## src/rtl/spi_pkg.sv

```systemverilog
// Shared types and constants for the SPI mode-0 receiver.
package spi_pkg;

    // Frame state: IDLE while CS is high, ACTIVE while CS is low.
    typedef enum logic {
        IDLE   = 1'b0,
        ACTIVE = 1'b1
    } spi_state_t;

    localparam int SPI_BITS_PER_BYTE       = 8;
    localparam int SPI_SYNC_STAGES_DEFAULT = 2;
    localparam int SPI_CNT_W               = $clog2(SPI_BITS_PER_BYTE);

endpackage

```

## src/rtl/sync_ff.sv

```systemverilog
// Single-bit synchroniser with configurable depth and reset value.
// DEPTH must be at least 2.
module sync_ff #(
    parameter int   DEPTH     = 2,
    parameter logic RESET_VAL = 1'b0
) (
    input  logic clk_i,
    input  logic rst_ni,
    input  logic d_i,
    output logic q_o
);

    logic [DEPTH-1:0] sync_q;

    // Shift the asynchronous input through DEPTH flops.
    always_ff @(posedge clk_i or negedge rst_ni) begin
        if (!rst_ni) begin
            sync_q <= {DEPTH{RESET_VAL}};
        end else begin
            sync_q <= {sync_q[DEPTH-2:0], d_i};
        end
    end

    assign q_o = sync_q[DEPTH-1];

endmodule

```

## src/rtl/spi_receiver.sv

```systemverilog
// SPI mode-0 target front end: synchronises cs/sclk/mosi into the clk domain,
// assembles MSB-first bytes and emits rx_valid / frame_start / frame_end pulses.
// Optional reply path on spi_miso is built when SPI_MISO_EN is defined;
// otherwise spi_miso and tx_ack are tied low and tx_data is ignored.
//
// Handshake: rx_valid is a one-cycle strobe qualifying rx_data, with no
// backpressure. tx_ack is a one-cycle strobe; tx_data is loaded into the reply
// register on the clock edge at which tx_ack rises, so tx_data must be stable
// in the cycle before tx_ack and may change once tx_ack is seen.
module spi_receiver
    import spi_pkg::*;
#(
    parameter int SYNC_STAGES = SPI_SYNC_STAGES_DEFAULT
) (
    input  logic       clk,
    input  logic       reset_n,
    input  logic       spi_cs,
    input  logic       spi_sclk,
    input  logic       spi_mosi,
    output logic       spi_miso,
    output logic [7:0] rx_data,
    output logic       rx_valid,
    output logic       frame_start,
    output logic       frame_end,
    input  logic [7:0] tx_data,
    output logic       tx_ack,
    output spi_state_t dbg_state
);

    logic cs_s, sclk_s, mosi_s;

    sync_ff #(.DEPTH(SYNC_STAGES), .RESET_VAL(1'b1)) u_sync_cs (
        .clk_i (clk),
        .rst_ni(reset_n),
        .d_i   (spi_cs),
        .q_o   (cs_s)
    );

    sync_ff #(.DEPTH(SYNC_STAGES), .RESET_VAL(1'b0)) u_sync_sclk (
        .clk_i (clk),
        .rst_ni(reset_n),
        .d_i   (spi_sclk),
        .q_o   (sclk_s)
    );

    sync_ff #(.DEPTH(SYNC_STAGES), .RESET_VAL(1'b0)) u_sync_mosi (
        .clk_i (clk),
        .rst_ni(reset_n),
        .d_i   (spi_mosi),
        .q_o   (mosi_s)
    );

    // Edge history and post-reset warm-up. The synchronisers come out of reset
    // holding their reset values, so whatever the pins really are shows up as
    // a fake edge SYNC_STAGES cycles after release. Edges are ignored until
    // that has flushed through, so a CS held low across reset does not open a
    // frame; a fresh CS fall is needed.
    logic       cs_prev_q, sclk_prev_q;
    logic [1:0] warm_q;
    logic       armed_q;

    // Previous-value flops for edge detection and the warm-up counter.
    always_ff @(posedge clk or negedge reset_n) begin
        if (!reset_n) begin
            cs_prev_q   <= 1'b1;
            sclk_prev_q <= 1'b0;
            warm_q      <= '0;
            armed_q     <= 1'b0;
        end else begin
            cs_prev_q   <= cs_s;
            sclk_prev_q <= sclk_s;
            if (!armed_q) begin
                warm_q  <= warm_q + 2'd1;
                armed_q <= (warm_q == 2'(SYNC_STAGES));
            end
        end
    end

    logic cs_fall, cs_rise, sclk_rise, sclk_fall;
    assign cs_fall   = armed_q &  cs_prev_q   & ~cs_s;
    assign cs_rise   = armed_q & ~cs_prev_q   &  cs_s;
    assign sclk_rise = armed_q & ~sclk_prev_q &  sclk_s;
    assign sclk_fall = armed_q &  sclk_prev_q & ~sclk_s;

    spi_state_t            state_q, state_d;
    logic [SPI_CNT_W-1:0]  bit_cnt_q, bit_cnt_d;
    logic [7:0]            shift_q, shift_d;
    logic [7:0]            rx_data_q, rx_data_d;
    logic                  rx_valid_q, rx_valid_d;
    logic                  frame_start_q, frame_start_d;
    logic                  frame_end_q, frame_end_d;

    // Frame state, bit counter, receive shift register and output pulses.
    always_ff @(posedge clk or negedge reset_n) begin
        if (!reset_n) begin
            state_q       <= IDLE;
            bit_cnt_q     <= '0;
            shift_q       <= '0;
            rx_data_q     <= '0;
            rx_valid_q    <= 1'b0;
            frame_start_q <= 1'b0;
            frame_end_q   <= 1'b0;
        end else begin
            state_q       <= state_d;
            bit_cnt_q     <= bit_cnt_d;
            shift_q       <= shift_d;
            rx_data_q     <= rx_data_d;
            rx_valid_q    <= rx_valid_d;
            frame_start_q <= frame_start_d;
            frame_end_q   <= frame_end_d;
        end
    end

    // Next-state logic: CS edges take priority over sclk edges in the same cycle.
    always_comb begin
        state_d       = state_q;
        bit_cnt_d     = bit_cnt_q;
        shift_d       = shift_q;
        rx_data_d     = rx_data_q;
        rx_valid_d    = 1'b0;
        frame_start_d = 1'b0;
        frame_end_d   = 1'b0;
        case (state_q)
            IDLE: begin
                bit_cnt_d = '0;
                shift_d   = '0;
                if (cs_fall) begin
                    state_d       = ACTIVE;
                    frame_start_d = 1'b1;
                end
            end
            ACTIVE: begin
                if (cs_rise) begin
                    // Any partial byte is dropped here.
                    state_d     = IDLE;
                    frame_end_d = 1'b1;
                    bit_cnt_d   = '0;
                    shift_d     = '0;
                end else if (sclk_rise) begin
                    shift_d   = {shift_q[6:0], mosi_s};
                    bit_cnt_d = bit_cnt_q + 1'b1;
                    if (bit_cnt_q == SPI_CNT_W'(SPI_BITS_PER_BYTE - 1)) begin
                        rx_data_d  = shift_d;
                        rx_valid_d = 1'b1;
                    end
                end
            end
            default: begin
                state_d = IDLE;
            end
        endcase
    end

    assign rx_data     = rx_data_q;
    assign rx_valid    = rx_valid_q;
    assign frame_start = frame_start_q;
    assign frame_end   = frame_end_q;
    assign dbg_state   = state_q;

`ifdef SPI_MISO_EN
    logic [7:0] tx_shift_q, tx_shift_d;
    logic       tx_ack_q, tx_ack_d;

    // Reply shift register and capture strobe.
    always_ff @(posedge clk or negedge reset_n) begin
        if (!reset_n) begin
            tx_shift_q <= '0;
            tx_ack_q   <= 1'b0;
        end else begin
            tx_shift_q <= tx_shift_d;
            tx_ack_q   <= tx_ack_d;
        end
    end

    // Load a reply byte at frame start and after each byte; shift on sclk falls.
    // The fall right after a byte boundary (counter back at 0) must not shift,
    // since the freshly loaded MSB is already on the line for the next rise.
    always_comb begin
        tx_ack_d   = frame_start_d | rx_valid_d;
        tx_shift_d = tx_shift_q;
        if (tx_ack_d) begin
            tx_shift_d = tx_data;
        end else if (state_q == ACTIVE && sclk_fall && bit_cnt_q != '0) begin
            tx_shift_d = {tx_shift_q[6:0], 1'b0};
        end
        if (state_d == IDLE) begin
            tx_shift_d = '0;
        end
    end

    assign spi_miso = (state_q == ACTIVE) ? tx_shift_q[7] : 1'b0;
    assign tx_ack   = tx_ack_q;
`else
    logic unused_tx;
    assign unused_tx = (^tx_data) ^ sclk_fall;
    assign spi_miso  = 1'b0;
    assign tx_ack    = 1'b0;
`endif

endmodule

```

## config.mk

```make
export PLATFORM = sky130hd
export DESIGN_NAME = spi_receiver
export DESIGN_NICKNAME = d
export VERILOG_FILES = /design/src/rtl/spi_pkg.sv /design/src/rtl/sync_ff.sv /design/src/rtl/spi_receiver.sv
export SDC_FILE = /design/constraint.sdc
export NUM_CORES = 1
export LEC_CHECK = 0
export CORE_MARGIN = 4
export CORE_UTILIZATION = 48
export CTS_CLUSTER_DIAMETER = 80
export DETAILED_ROUTE_END_ITERATION = 10
export PLACE_DENSITY = 0.76
export SYNTH_ARGS = -nofsm -noshare
export SYNTH_HDL_FRONTEND = slang
export SYNTH_SLANG_ARGS = --single-unit
```

## constraint.sdc

```tcl
create_clock -name clk -period 2.1 [get_ports clk]
set_input_delay 0.21 -clock clk [delete_from_list [all_inputs] [get_ports clk]]
set_output_delay 0.21 -clock clk [all_outputs]
set_load 0.005 [all_outputs]
```

* Word-level counts from Yosys, hierarchy flattened
Cells that the tools add are included.
** Storage, ports and cells
- Register bits :: 33
- Input port bits :: 13
** Cells by class
- Add/sub/neg operators :: 2
- Eq/ne operators :: 3
- Multiplexer cells :: 17
- Bitwise logic cells :: 11
- Reduce and logical (&&, ||, !) cells :: 1
** Operator list (number)
- $mux W7 :: 2
- $pmux W7 S2 :: 1
- $mux W1 :: 10
- $and A1 B1 Y1 :: 6
- $mux W3 :: 2
- $pmux W3 S2 :: 1
- $not A1 Y1 :: 5
- $reduce_and A4 Y1 :: 1
- $add A3 B1 Y3 const B :: 1
- $eq A3 B3 Y1 const B :: 1
- $ne A3 B3 Y1 const B :: 1
- $add A2 B1 Y2 const B :: 1
- $eq A2 B2 Y1 const B :: 1
- $pmux W1 S2 :: 1

* Depth between registers and ports, before layout
Gate-level depths: netlist (run 1).
- Word-level depth :: 6
- Gate-level depth with buffers :: 6
- Mapped depth without buffers :: 5

* Hierarchy
A second synthesis (run 1) with hierarchy kept.
** Second synthesis, totals
- Cell total of the unflattened synthesis :: 85
- Area total of the unflattened synthesis :: 1232.4 um^2
** By module, submodules not included
- spi_receiver :: instances 1, cells an instance 79, area each 1079.8 um^2
- sync_ff at u_sync_mosi ... :: instances 2, cells an instance 2, area each 50.0 um^2
- sync_ff at u_sync_cs :: instances 1, cells an instance 2, area each 52.6 um^2

* Worst setup path after synthesis (run 1)
Ideal clock, no wire load.
- Path type :: reg-to-reg
- From :: register bit_cnt_q[0]
- To :: register rx_data_q[0] (netlist: rx_data[0])
- Setup time :: 0.125 ns
- Data arrival time :: 1.604 ns
- Slack :: 0.371 ns
- Stages on the path, launching flop included :: 7
- Path buffers :: 1
- Cell sequence :: dfrtp_1 > ha_1 > ha_1 > inv_1 > or4b_1 > buf_4 > mux2_4
** Between the ends
- Word-level cells in the longest chain between the ends :: 2
** RTL lines
- start: declaration :: line spi_receiver.sv:86 : logic [SPI_CNT_W-1:0] bit_cnt_q, bit_cnt_d;
- start signal: assignment :: line spi_receiver.sv:105 : bit_cnt_q <= bit_cnt_d;
- $eq A3 B3 Y1 :: line spi_receiver.sv:142 : if (bit_cnt_q == SPI_CNT_W'(SPI_BITS_PER_BYTE - 1)) begin
- $reduce_and A4 Y1 (no source line)
- end signal: assignment :: line spi_receiver.sv:107 : rx_data_q <= rx_data_d;
- end: declaration :: line spi_receiver.sv:88 : logic [7:0] rx_data_q, rx_data_d;
No other way between the ends.
A chain may end at the register's enable or synchronous reset.

* Worst setup path after layout (run 1)
- From :: register bit_cnt_q[0]
- To :: register rx_data_q[5] (netlist: rx_data[5])
Same word-level chain as after synthesis.

==> flow_summary.json, run 1 <==
{
  "die_h_um": 58.9,
  "power.internal_w": 0.000880,
  "grt_overflow": 0,
  "critPathCaptureType": "flip-flop",
  "initial_core_util_pct": 50.3,
  "dpl.hpwl_um": 1320,
  "clk_pin_slew_ns": 0.09,
  "vias": 680,
  "globalplace.congestion": 0.692,
  "grt_pass1_vias": 736,
  "rsz0062_at_grt": "false",
  "core-area_um2": 2480,
  "rows": 18,
  "cts_buffers": 5,
  "crit_fanout": 9,
  "path_class": "flip-flop to flip-flop",
  "ant_nets": 0,
  "start_kind": "flip-flop",
  "slowest_stage": "or4b_1",
  "finalNonFillerCells": 139,
  "routed_via_density": 4.89,
  "worstPathArrival_ns": 2.05,
  "leakage_nw": 0.784,
  "synth_seq_area_share_pct": 66.6,
  "port_buffers": 16,
  "drv_cap": 0,
  "sw_frac_of_total_pct": 21.8,
  "pre_cts_ws_ns": 0.297,
  "finalHoldViolCount": 0,
  "outcome": "finished, final reports clean",
  "peakVddDrop_uv": 505,
  "mostFrequentLayoutCell": "dfrtp_1",
  "h-tree-depth": 2,
  "power_frac_seq_pct": 59.1,
  "layout_common_cells": "dfrtp_1, clkdlybuf4s50_1, nor2_1, mux2i_1, mux2_4",
  "synthDistinctLibCells": 21,
  "hold_ws_ns": 0.283,
  "yosysWarnings": 0,
  "worst-endpoint-required_ns": 2.31,
  "final_core_util_pct": 60.9,
  "pwr-share-clk_pct": 34.7,
  "fin_tns_setup_ns": 0,
  "drive_gt1_share_pct": 22.0,
  "ys_ff_latch": 33,
  "hold_buffers": 0,
  "min_period_ns": 1.84,
  "slew_violations": 0,
  "firstDrtPassIters": 3,
  "fin_crit_sh_pct": 87.6,
  "cts-root-buf": "clkbuf_4",
  "die_w_um": 58.9,
  "insertion_delay_ns": 0.32,
  "finalSetupViolations": 0,
  "synth.avg_cell_area_um2": 14.5,
  "clock-sinks": 33,
  "dieArea_um2": 3470,
  "dp.cells": 131,
  "p_sw_w": 0.000245,
  "crit_chain": "ha_1, ha_1, inv_1, or4b_1, buf_4, mux2_4",
  "worst_slack_ns": 0.260,
  "antenna_found_initial": 0,
  "hp-class": "input pin to asynchronous set/reset pin",
  "drc": 0,
  "powerDensity_nw_per_um2": 746,
  "fmax_mhz": 543,
  "wl_per_cell_um": 13.7,
  "grt_pass1_wl_um": 3370,
  "post_cts_resize_count": 0,
  "io_pins": 27,
  "synthCells": 86,
  "pwr-share-comb_pct": 6.2,
  "grt_use_total_pct": 13.7,
  "finalWirelength_um": 1900,
  "post_cts_buffers": 0,
  "clock_skew_ns": 0.00135,
  "grt_max_degree": 34,
  "drtIter0Drc": 5,
  "cts_tree": "yes",
  "n_fill_cell": 214,
  "num-nets-final": 124,
  "area_growth_pct": 21.1,
  "num_antenna_cells": 0,
  "cpPeakStageDelay_ns": 0.48,
  "cts_buffer_depth": 2,
  "netlist_area_um2": 1240,
  "cp_common_cell": "ha_1"
}
metrics by stage:
step	power (W)	cell area, µm²
global route	0.00118	1510
finish	0.00112	1510
global placement	0.000745	1440
detailed placement	0.000749	1440
floorplan	0.000709	1250
CTS	0.00114	1510
synth_stat cells:
cell	number	area [µm²]
dfstp_2	3	78.8
nand3b_1	2	15.0
nor2_1	11	41.3
inv_1	3	11.3
inv_2	1	3.75
ha_1	3	37.5
or2_2	1	6.26
nand2b_1	1	6.26
dfrtp_1	30	751
clkbuf_1	1	3.75
nand2_1	3	11.3
xor2_1	1	8.76
mux2i_1	9	90.1
mux2_4	8	120
o21ai_0	1	5.00
buf_4	3	22.5
nor3_1	1	5.00
or4b_1	1	10.0
xnor2_1	1	8.76
conb_1	1	3.75
buf_2	1	5.00
per-layer routing:
layer	GRT usage [%]	routed length, µm	vias to the layer above
li1	-	-	318
met1	15.5	759	333
met2	21.1	952	20
met3	5.48	126	9
met4	9.06	59	0
met5	0	0	-
cell families (layout without fill, tap and decap cells):
logic type,Yosys count,in the layout,share of synthesized area [%]
AO/OA/AOI/OAI,1,1,0.402
XOR/XNOR,2,2,1.41
buffers and inverters,9,31,3.72
other,1,2,0.301
flip-flops,33,33,66.6
multiplexers,17,17,16.9
adder cells (fa/ha/maj),3,3,3.02
AND/OR/NAND/NOR,20,20,7.64
state kept, by name (all words and copies together), names as in the netlist:
name / cells
armed_q: 1
bit_cnt_q: 3
cs_prev_q: 1
dbg_state: 1
frame_end: 1
frame_start: 1
rx_data: 8
rx_valid: 1
sclk_prev_q: 1
shift_q: 7
u_sync_cs.sync_q: 2
u_sync_mosi.sync_q: 2
u_sync_sclk.sync_q: 2
warm_q: 2
area by class of cell:
cell class | count | area [µm²] | area share (%)
Clock buffer | 7 | 65.1 | 4.32
Clock inverter | 1 | 5.00 | 0.332
Inverter | 4 | 15.0 | 0.996
Timing Repair Buffer | 19 | 183 | 12.1
Tap cell | 30 | 37.5 | 2.49
Multi-Input combinational cell | 45 | 373 | 24.7
Sequential cell | 33 | 830 | 55.0
critical path: cells and delay by family (launching register included):
| family | cells | cell delay, ns |
|---|---|---|
| fa+ha+maj | 2 | 0.31 |
| simple gates | 1 | 0.48 |
| mux | 1 | 0.31 |
| buf+inv | 2 | 0.25 |
| flops | 1 | 0.38 |
power by group through the flow:
stage / clock network [W] / logic [W] / registers [W]
detailed placement: 0 / 0.0000719 / 0.000677
floorplan: 0 / 0.0000331 / 0.000676
CTS: 0.000406 / 0.0000721 / 0.000665
global placement: 0 / 0.0000691 / 0.000676
finish: 0.000390 / 0.0000696 / 0.000665
global route: 0.000434 / 0.0000794 / 0.000668
path summary, 6_finish.rpt:
kind / startpoint / to / slack (ns) / depth (start not counted)
max: bit_cnt_q[0]$_DFFE_PN0P_ / rx_data[5]$_DFFE_PN0P_ / 0.26 / 6
min: reset_n / armed_q$_DFF_PN0_ / 0.28 / 2
max reg2reg: bit_cnt_q[0]$_DFFE_PN0P_ / rx_data[5]$_DFFE_PN0P_ / 0.26 / 6
min reg2reg: u_sync_sclk.sync_q[0]$_DFF_PN0_ / u_sync_sclk.sync_q[1]$_DFF_PN0_ / 0.36 / 0
max in group asynchronous: reset_n / u_sync_cs.sync_q[1]$_DFF_PN1_ / 1.49 / 2
min in group clk: spi_cs / u_sync_cs.sync_q[0]$_DFF_PN1_ / 0.28 / 1
Power figures use the tool's default switching activity.
==> inputs of run 2 (changes only) <==
--- a/config.mk
+++ b/config.mk
@@ -10,6 +10,7 @@
 export CTS_CLUSTER_DIAMETER = 80
 export DETAILED_ROUTE_END_ITERATION = 10
 export PLACE_DENSITY = 0.76
+export RECOVER_POWER = 100
 export SYNTH_ARGS = -nofsm -noshare
 export SYNTH_HDL_FRONTEND = slang
 export SYNTH_SLANG_ARGS = --single-unit
==> run 2 against run 1 <==
Net effect: maximum frequency down 1.1%; core utilization down 1.5 points; die area unchanged; clock power about the same; clock skew up 0.0016 ns; final cell count unchanged; critical path depth unchanged; power down 0.51%; non-clock buffer count unchanged; register-to-register slack worse by 0.02 ns.
==> flow_summary.json, run 2 (synthesis results as in run 1) <==
{
  "met2_length_um": 963,
  "h-tree-depth": 2,
  "rows": 18,
  "wl_met3_um": 126,
  "finalNonFillerCells": 139,
  "ff2ff_path_depth": 6,
  "regArea_um2": 830,
  "slew_violations": 0,
  "dpl_cell_area_um2": 1440,
  "num-nets-final": 124,
  "vias": 690,
  "clock-sinks": 33,
  "cts_tree": "yes",
  "pwr-share-clk_pct": 34.9,
  "grt_max_degree": 34,
  "grt_overflow": 0,
  "grt_use_total_pct": 13.7,
  "hold_buffers": 0,
  "powerDensity_nw_per_um2": 761,
  "pwr-share-comb_pct": 5.8,
  "n_fill_cell": 221,
  "cts_buffers": 5,
  "multi_input_area_um2": 343,
  "ant_nets": 0,
  "area_growth_pct": 18.2,
  "largest_reg_flops": 8,
  "tightest_slew_ns": 0.791,
  "top_layer_used": "met4",
  "wl_per_cell_um": 13.6,
  "num_antenna_cells": 0,
  "fin_tns_setup_ns": 0,
  "port_buffers": 16,
  "crit_path_start": "bit_cnt_q[0]$_DFFE_PN0P_",
  "path_class": "flip-flop to flip-flop",
  "antenna_found_initial": 0,
  "outcome": "finished, final reports clean",
  "finalWirelength_um": 1890,
  "r2r_slack_ns": 0.24,
  "min_period_ns": 1.86,
  "grt_pass1_wl_um": 3370,
  "final_cell_area_um2": 1470,
  "mostFrequentLayoutCell": "dfrtp_1",
  "timing.rr.end": "rx_data[5]$_DFFE_PN0P_",
  "drive_gt1_share_pct": 12.8,
  "layout_common_cells": "dfrtp_1, dlygate4sd3_1, nor2_1, mux2i_1, mux2_1",
  "finalHoldViolCount": 0,
  "drv_cap": 0,
  "leakage_nw": 0.798,
  "post_cts_resize_count": 0,
  "crit_path_end": "rx_data[5]$_DFFE_PN0P_",
  "crit_fanout": 9,
  "peakVddDrop_uv": 503,
  "clock_skew_ns": 0.00296,
  "routed_via_density": 4.96,
  "dieArea_um2": 3470,
  "rsz0062_at_grt": "false",
  "drc": 0,
  "fmax_mhz": 537,
  "cts-root-buf": "clkbuf_4",
  "die_w_um": 58.9,
  "cts_buffer_depth": 2,
  "io_pins": 27,
  "clk_pin_slew_ns": 0.09,
  "drtIter0Drc": 7,
  "slew_headroom_pct": 47.3,
  "firstDrtPassIters": 2,
  "worst-endpoint-required_ns": 2.30,
  "die_h_um": 58.9,
  "critPathCaptureType": "flip-flop",
  "dpl.hpwl_um": 1320,
  "worstPathArrival_ns": 2.06,
  "globalplace.congestion": 0.692,
  "power.internal_w": 0.000874,
  "grt_pass1_vias": 736,
  "fin_crit_sh_pct": 88.6,
  "post_cts_buffers": 0,
  "sw_frac_of_total_pct": 21.9,
  "power_frac_seq_pct": 59.3,
  "dp.cells": 131,
  "core-area_um2": 2480,
  "initial_core_util_pct": 50.3,
  "met1Wirelength_um": 758,
  "insertion_delay_ns": 0.32,
  "hp-class": "flip-flop to flip-flop",
  "start_kind": "flip-flop",
  "reg2reg_from": "bit_cnt_q[0]$_DFFE_PN0P_",
  "finalSetupViolations": 0,
  "p_sw_w": 0.000245
}
## run 2: critical path, cell delays in order, from the launching register on
cell and delay [ns]:
dfrtp_1 0.38, ha_1 0.16, ha_1 0.15, inv_1 0.04, or4b_1 0.48, buf_4 0.19, mux2_1 0.34
## run 2: power by group through the flow
| stage | combinational (W) | clock [W] | sequential (W) |
|---|---|---|---|
| floorplan | 0.0000331 | 0 | 0.000676 |
| global placement | 0.0000691 | 0 | 0.000676 |
| detailed placement | 0.0000719 | 0 | 0.000677 |
| CTS | 0.0000721 | 0.000406 | 0.000665 |
| global route | 0.0000741 | 0.000434 | 0.000667 |
| finish | 0.0000644 | 0.000391 | 0.000664 |
## run 2: worst min path at each step
stage / start / cells past startpoint / slack (ns) / to
CTS: spi_cs / 1 / 0.27 / u_sync_cs.sync_q[0]$_DFF_PN1_
global route: u_sync_cs.sync_q[0]$_DFF_PN1_ / 0 / 0.37 / u_sync_cs.sync_q[1]$_DFF_PN1_
floorplan: reset_n / 0 / -0.09 / armed_q$_DFF_PN0_
finish: u_sync_sclk.sync_q[0]$_DFF_PN0_ / 0 / 0.36 / u_sync_sclk.sync_q[1]$_DFF_PN0_
detailed placement: u_sync_sclk.sync_q[0]$_DFF_PN0_ / 0 / 0.34 / u_sync_sclk.sync_q[1]$_DFF_PN0_
global placement: u_sync_sclk.sync_q[0]$_DFF_PN0_ / 0 / 0.33 / u_sync_sclk.sync_q[1]$_DFF_PN0_
## run 2: stage by stage
| step | util (%) | setup slack (ns) | total power [W] | hold slack (ns) |
|---|---|---|---|---|
| 6_report | 59.4 | 0.239 | 0.00112 | 0.359 |
| 5_1_grt | 59.4 | 0.149 | 0.00117 | 0.373 |
| 4_1_cts | 60.9 | 0.236 | 0.00114 | 0.269 |
| 3_5_place_dp | 58.0 | 0.297 | 0.000749 | 0.337 |
| 3_3_place_gp | 58.0 | 0.315 | 0.000745 | 0.333 |
| 2_1_floorplan | - | 0.371 | 0.000709 | -0.0856 |
## run 2: metal layers
| layer | vias up | global-route usage (%) |
|---|---|---|
| met1 | 344 | 15.5 |
| met4 | 0 | 9.06 |
| met2 | 19 | 21.1 |
| met5 | - | 0 |
| met3 | 6 | 5.48 |
| li1 | 321 | - |
## run 2: final cells by class
cell class,instances,area share (%)
Clock buffer,7,4.42
Clock inverter,1,0.340
Inverter,4,1.02
Multi-Input combinational cell,45,23.3
Sequential cell,33,56.4
Tap cell,30,2.55
Timing Repair Buffer,19,12.0
==> inputs of run 3 (changes only) <==
--- a/config.mk
+++ b/config.mk
@@ -5,6 +5,7 @@
 export SDC_FILE = /design/constraint.sdc
 export NUM_CORES = 1
 export LEC_CHECK = 0
+export CAP_MARGIN = 20
 export CORE_MARGIN = 4
 export CORE_UTILIZATION = 48
 export CTS_CLUSTER_DIAMETER = 80
@@ -13,4 +14,5 @@
 export RECOVER_POWER = 100
 export SYNTH_ARGS = -nofsm -noshare
 export SYNTH_HDL_FRONTEND = slang
+export SYNTH_HIERARCHICAL = 1
 export SYNTH_SLANG_ARGS = --single-unit
==> run 3 against run 2 <==
Net effect: combinational power up 0.9%; synthesized cell count down 1.2%; core utilization up 0.44 points; worst hold slack about the same; first-iteration DRC count up 29%; largest power group unchanged; largest cell class unchanged.
==> flow_summary.json, run 3 <==
{
  "cts-root-buf": "clkbuf_4",
  "worstPathArrival_ns": 1.90,
  "pwr-share-clk_pct": 32.8,
  "slew_violations": 0,
  "fmax_mhz": 593,
  "synth_common_cells": "dfrtp_1, nor2_1, mux2i_1",
  "outcome": "finished, final reports clean",
  "netlist_area_um2": 1230,
  "cts_buffers": 5,
  "clock-sinks": 33,
  "ff2ff_path_depth": 5,
  "mostFrequentLayoutCell": "dfrtp_1",
  "synth_top_area_cell": "dfrtp_1",
  "routed_via_density": 5.02,
  "dpl.hpwl_um": 1210,
  "crit_path_start": "bit_cnt_q[0]$_DFFE_PN0P_",
  "drtIter0Drc": 9,
  "fin_crit_sh_pct": 80.3,
  "leakage_nw": 0.783,
  "layout_common_cells": "dfrtp_1, dlygate4sd3_1, nor2_1, mux2i_1, mux2_2",
  "grt_pass1_wl_um": 3140,
  "grt_max_degree": 34,
  "finalHoldViolCount": 0,
  "rows": 18,
  "drive_gt1_share_pct": 17.8,
  "vias": 688,
  "clock_skew_ns": 0.00788,
  "finalSetupViolations": 0,
  "cts_buffer_depth": 2,
  "peakVddDrop_uv": 533,
  "grt_overflow": 0,
  "power_frac_seq_pct": 61.3,
  "insertion_delay_ns": 0.33,
  "powerDensity_nw_per_um2": 742,
  "p_sw_w": 0.000244,
  "crit_path_end": "rx_data[5]$_DFFE_PN0P_",
  "core-area_um2": 2450,
  "synth_seq_area_share_pct": 67.3,
  "synthDistinctLibCells": 21,
  "worst_slack_ns": 0.414,
  "async_reset_ff_share_pct": 100,
  "yosys.area.top_type_share_pct": 60.9,
  "synth.avg_cell_area_um2": 14.5,
  "worst-endpoint-required_ns": 2.31,
  "num_antenna_cells": 0,
  "crit_fanout": 9,
  "yosysWarnings": 6,
  "post_cts_resize_count": 0,
  "drc": 0,
  "pwr-share-comb_pct": 6.0,
  "grt_pass1_vias": 719,
  "initial_core_util_pct": 50.2,
  "grt_use_total_pct": 12.5,
  "synth_edf_count": 0,
  "dieArea_um2": 3440,
  "timing.rr.end": "rx_data[5]$_DFFE_PN0P_",
  "firstDrtPassIters": 3,
  "start_kind": "flip-flop",
  "path_class": "flip-flop to flip-flop",
  "post_cts_buffers": 0,
  "die_w_um": 58.7,
  "largest_reg_flops": 8,
  "num-nets-final": 122,
  "slew_headroom_pct": 48.4,
  "drv_cap": 0,
  "ys_ff_latch": 33,
  "tightest_slew_ns": 0.775,
  "hold_buffers": 0,
  "pre_cts_ws_ns": 0.398,
  "wl_per_cell_um": 12.8,
  "sw_frac_of_total_pct": 22.3,
  "port_buffers": 16,
  "globalplace.congestion": 0.662,
  "synth_area_leaders": "dfrtp_1, mux2i_1, mux2_2, dfstp_2, ha_1",
  "die_h_um": 58.7,
  "area_growth_pct": 19.2,
  "reg2reg_from": "bit_cnt_q[0]$_DFFE_PN0P_",
  "power.internal_w": 0.000846,
  "h-tree-depth": 2,
  "r2r_slack_ns": 0.41,
  "yosysMostFrequentCell": "dfrtp_1",
  "finalWirelength_um": 1760,
  "synthCells": 85,
  "antenna_found_initial": 0,
  "clk_pin_slew_ns": 0.09,
  "critPathCaptureType": "flip-flop",
  "n_fill_cell": 200,
  "min_period_ns": 1.69,
  "cts_tree": "yes",
  "ys.flop_type": "dfrtp_1",
  "hp-class": "flip-flop to flip-flop",
  "ant_nets": 0,
  "rsz0062_at_grt": "false",
  "fin_tns_setup_ns": 0,
  "io_pins": 27
}
run 3: power groups by stage:
stage	Sequential, W	Clock (W)	Combinational (W)
after detailed placement	0.000682	0	0.0000745
after floorplan	0.000680	0	0.0000337
after global routing	0.000671	0.000406	0.0000737
after global placement	0.000680	0	0.0000724
final	0.000668	0.000357	0.0000650
after CTS	0.000670	0.000372	0.0000750
run 3: worst max-delay path: stages (launching register included):
cell and delay, ns:
dfrtp_1 0.40, ha_1 0.21, ha_1 0.17, and4b_2 0.25, o211ai_4 0.17, mux2_2 0.38
run 3: worst min path at each step:
stage	start	endpoint	slack (ns)	depth (start not counted)
finish	u_sync_mosi/sync_q[0]$_DFF_PN0_	u_sync_mosi/sync_q[1]$_DFF_PN0_	0.36	0
global route	u_sync_mosi/sync_q[0]$_DFF_PN0_	u_sync_mosi/sync_q[1]$_DFF_PN0_	0.38	0
detailed placement	u_sync_mosi/sync_q[0]$_DFF_PN0_	u_sync_mosi/sync_q[1]$_DFF_PN0_	0.34	0
CTS	reset_n	rx_data[3]$_DFFE_PN0P_	0.27	2
floorplan	reset_n	armed_q$_DFF_PN0_	-0.09	0
global placement	u_sync_mosi/sync_q[0]$_DFF_PN0_	u_sync_mosi/sync_q[1]$_DFF_PN0_	0.34	0
run 3: cell families (layout without fill, tap and decap cells):
family	Yosys count	after routing	synth area share (%)
flops	33	33	67.3
fa+ha+maj	3	3	3.05
mux	17	17	14.6
buf+inv	7	28	3.25
compound gates	3	3	2.54
other cells	1	2	0.304
simple gates	19	19	7.51
xor+xnor	2	2	1.42
run 3: final cells by class:
cell class                      instances  area (µm²)  share of cell area [%]
Tap cell                               30        37.5                    2.56
Inverter                                2        7.51                   0.511
Multi-Input combinational cell         46         367                    25.0
Clock buffer                            8        58.8                    4.00
Sequential cell                        33         830                    56.5
Timing Repair Buffer                   18         169                    11.5
run 3: per-stage QoR:
step	power [W]	util, %	instance area (µm²)	hold WS, ns	cells
floorplan	0.000713	-	1240	-0.0856	86
global placement	0.000753	57.7	1420	0.337	129
detailed placement	0.000757	57.7	1420	0.339	129
CTS	0.00112	60.1	1480	0.274	137
global route	0.00115	59.8	1470	0.377	137
finish	0.00109	59.8	1470	0.359	137
run 3: routing by layer:
metal | up-vias | part of all wire (%) | GRT usage [%] | routed length, µm
met5 | - | 0 | 0 | 0
met4 | 0 | 1.5 | 5.83 | 27
met3 | 4 | 6.0 | 5.92 | 105
met2 | 19 | 49 | 18.2 | 859
met1 | 344 | 43 | 15.9 | 764
li1 | 321 | - | - | -
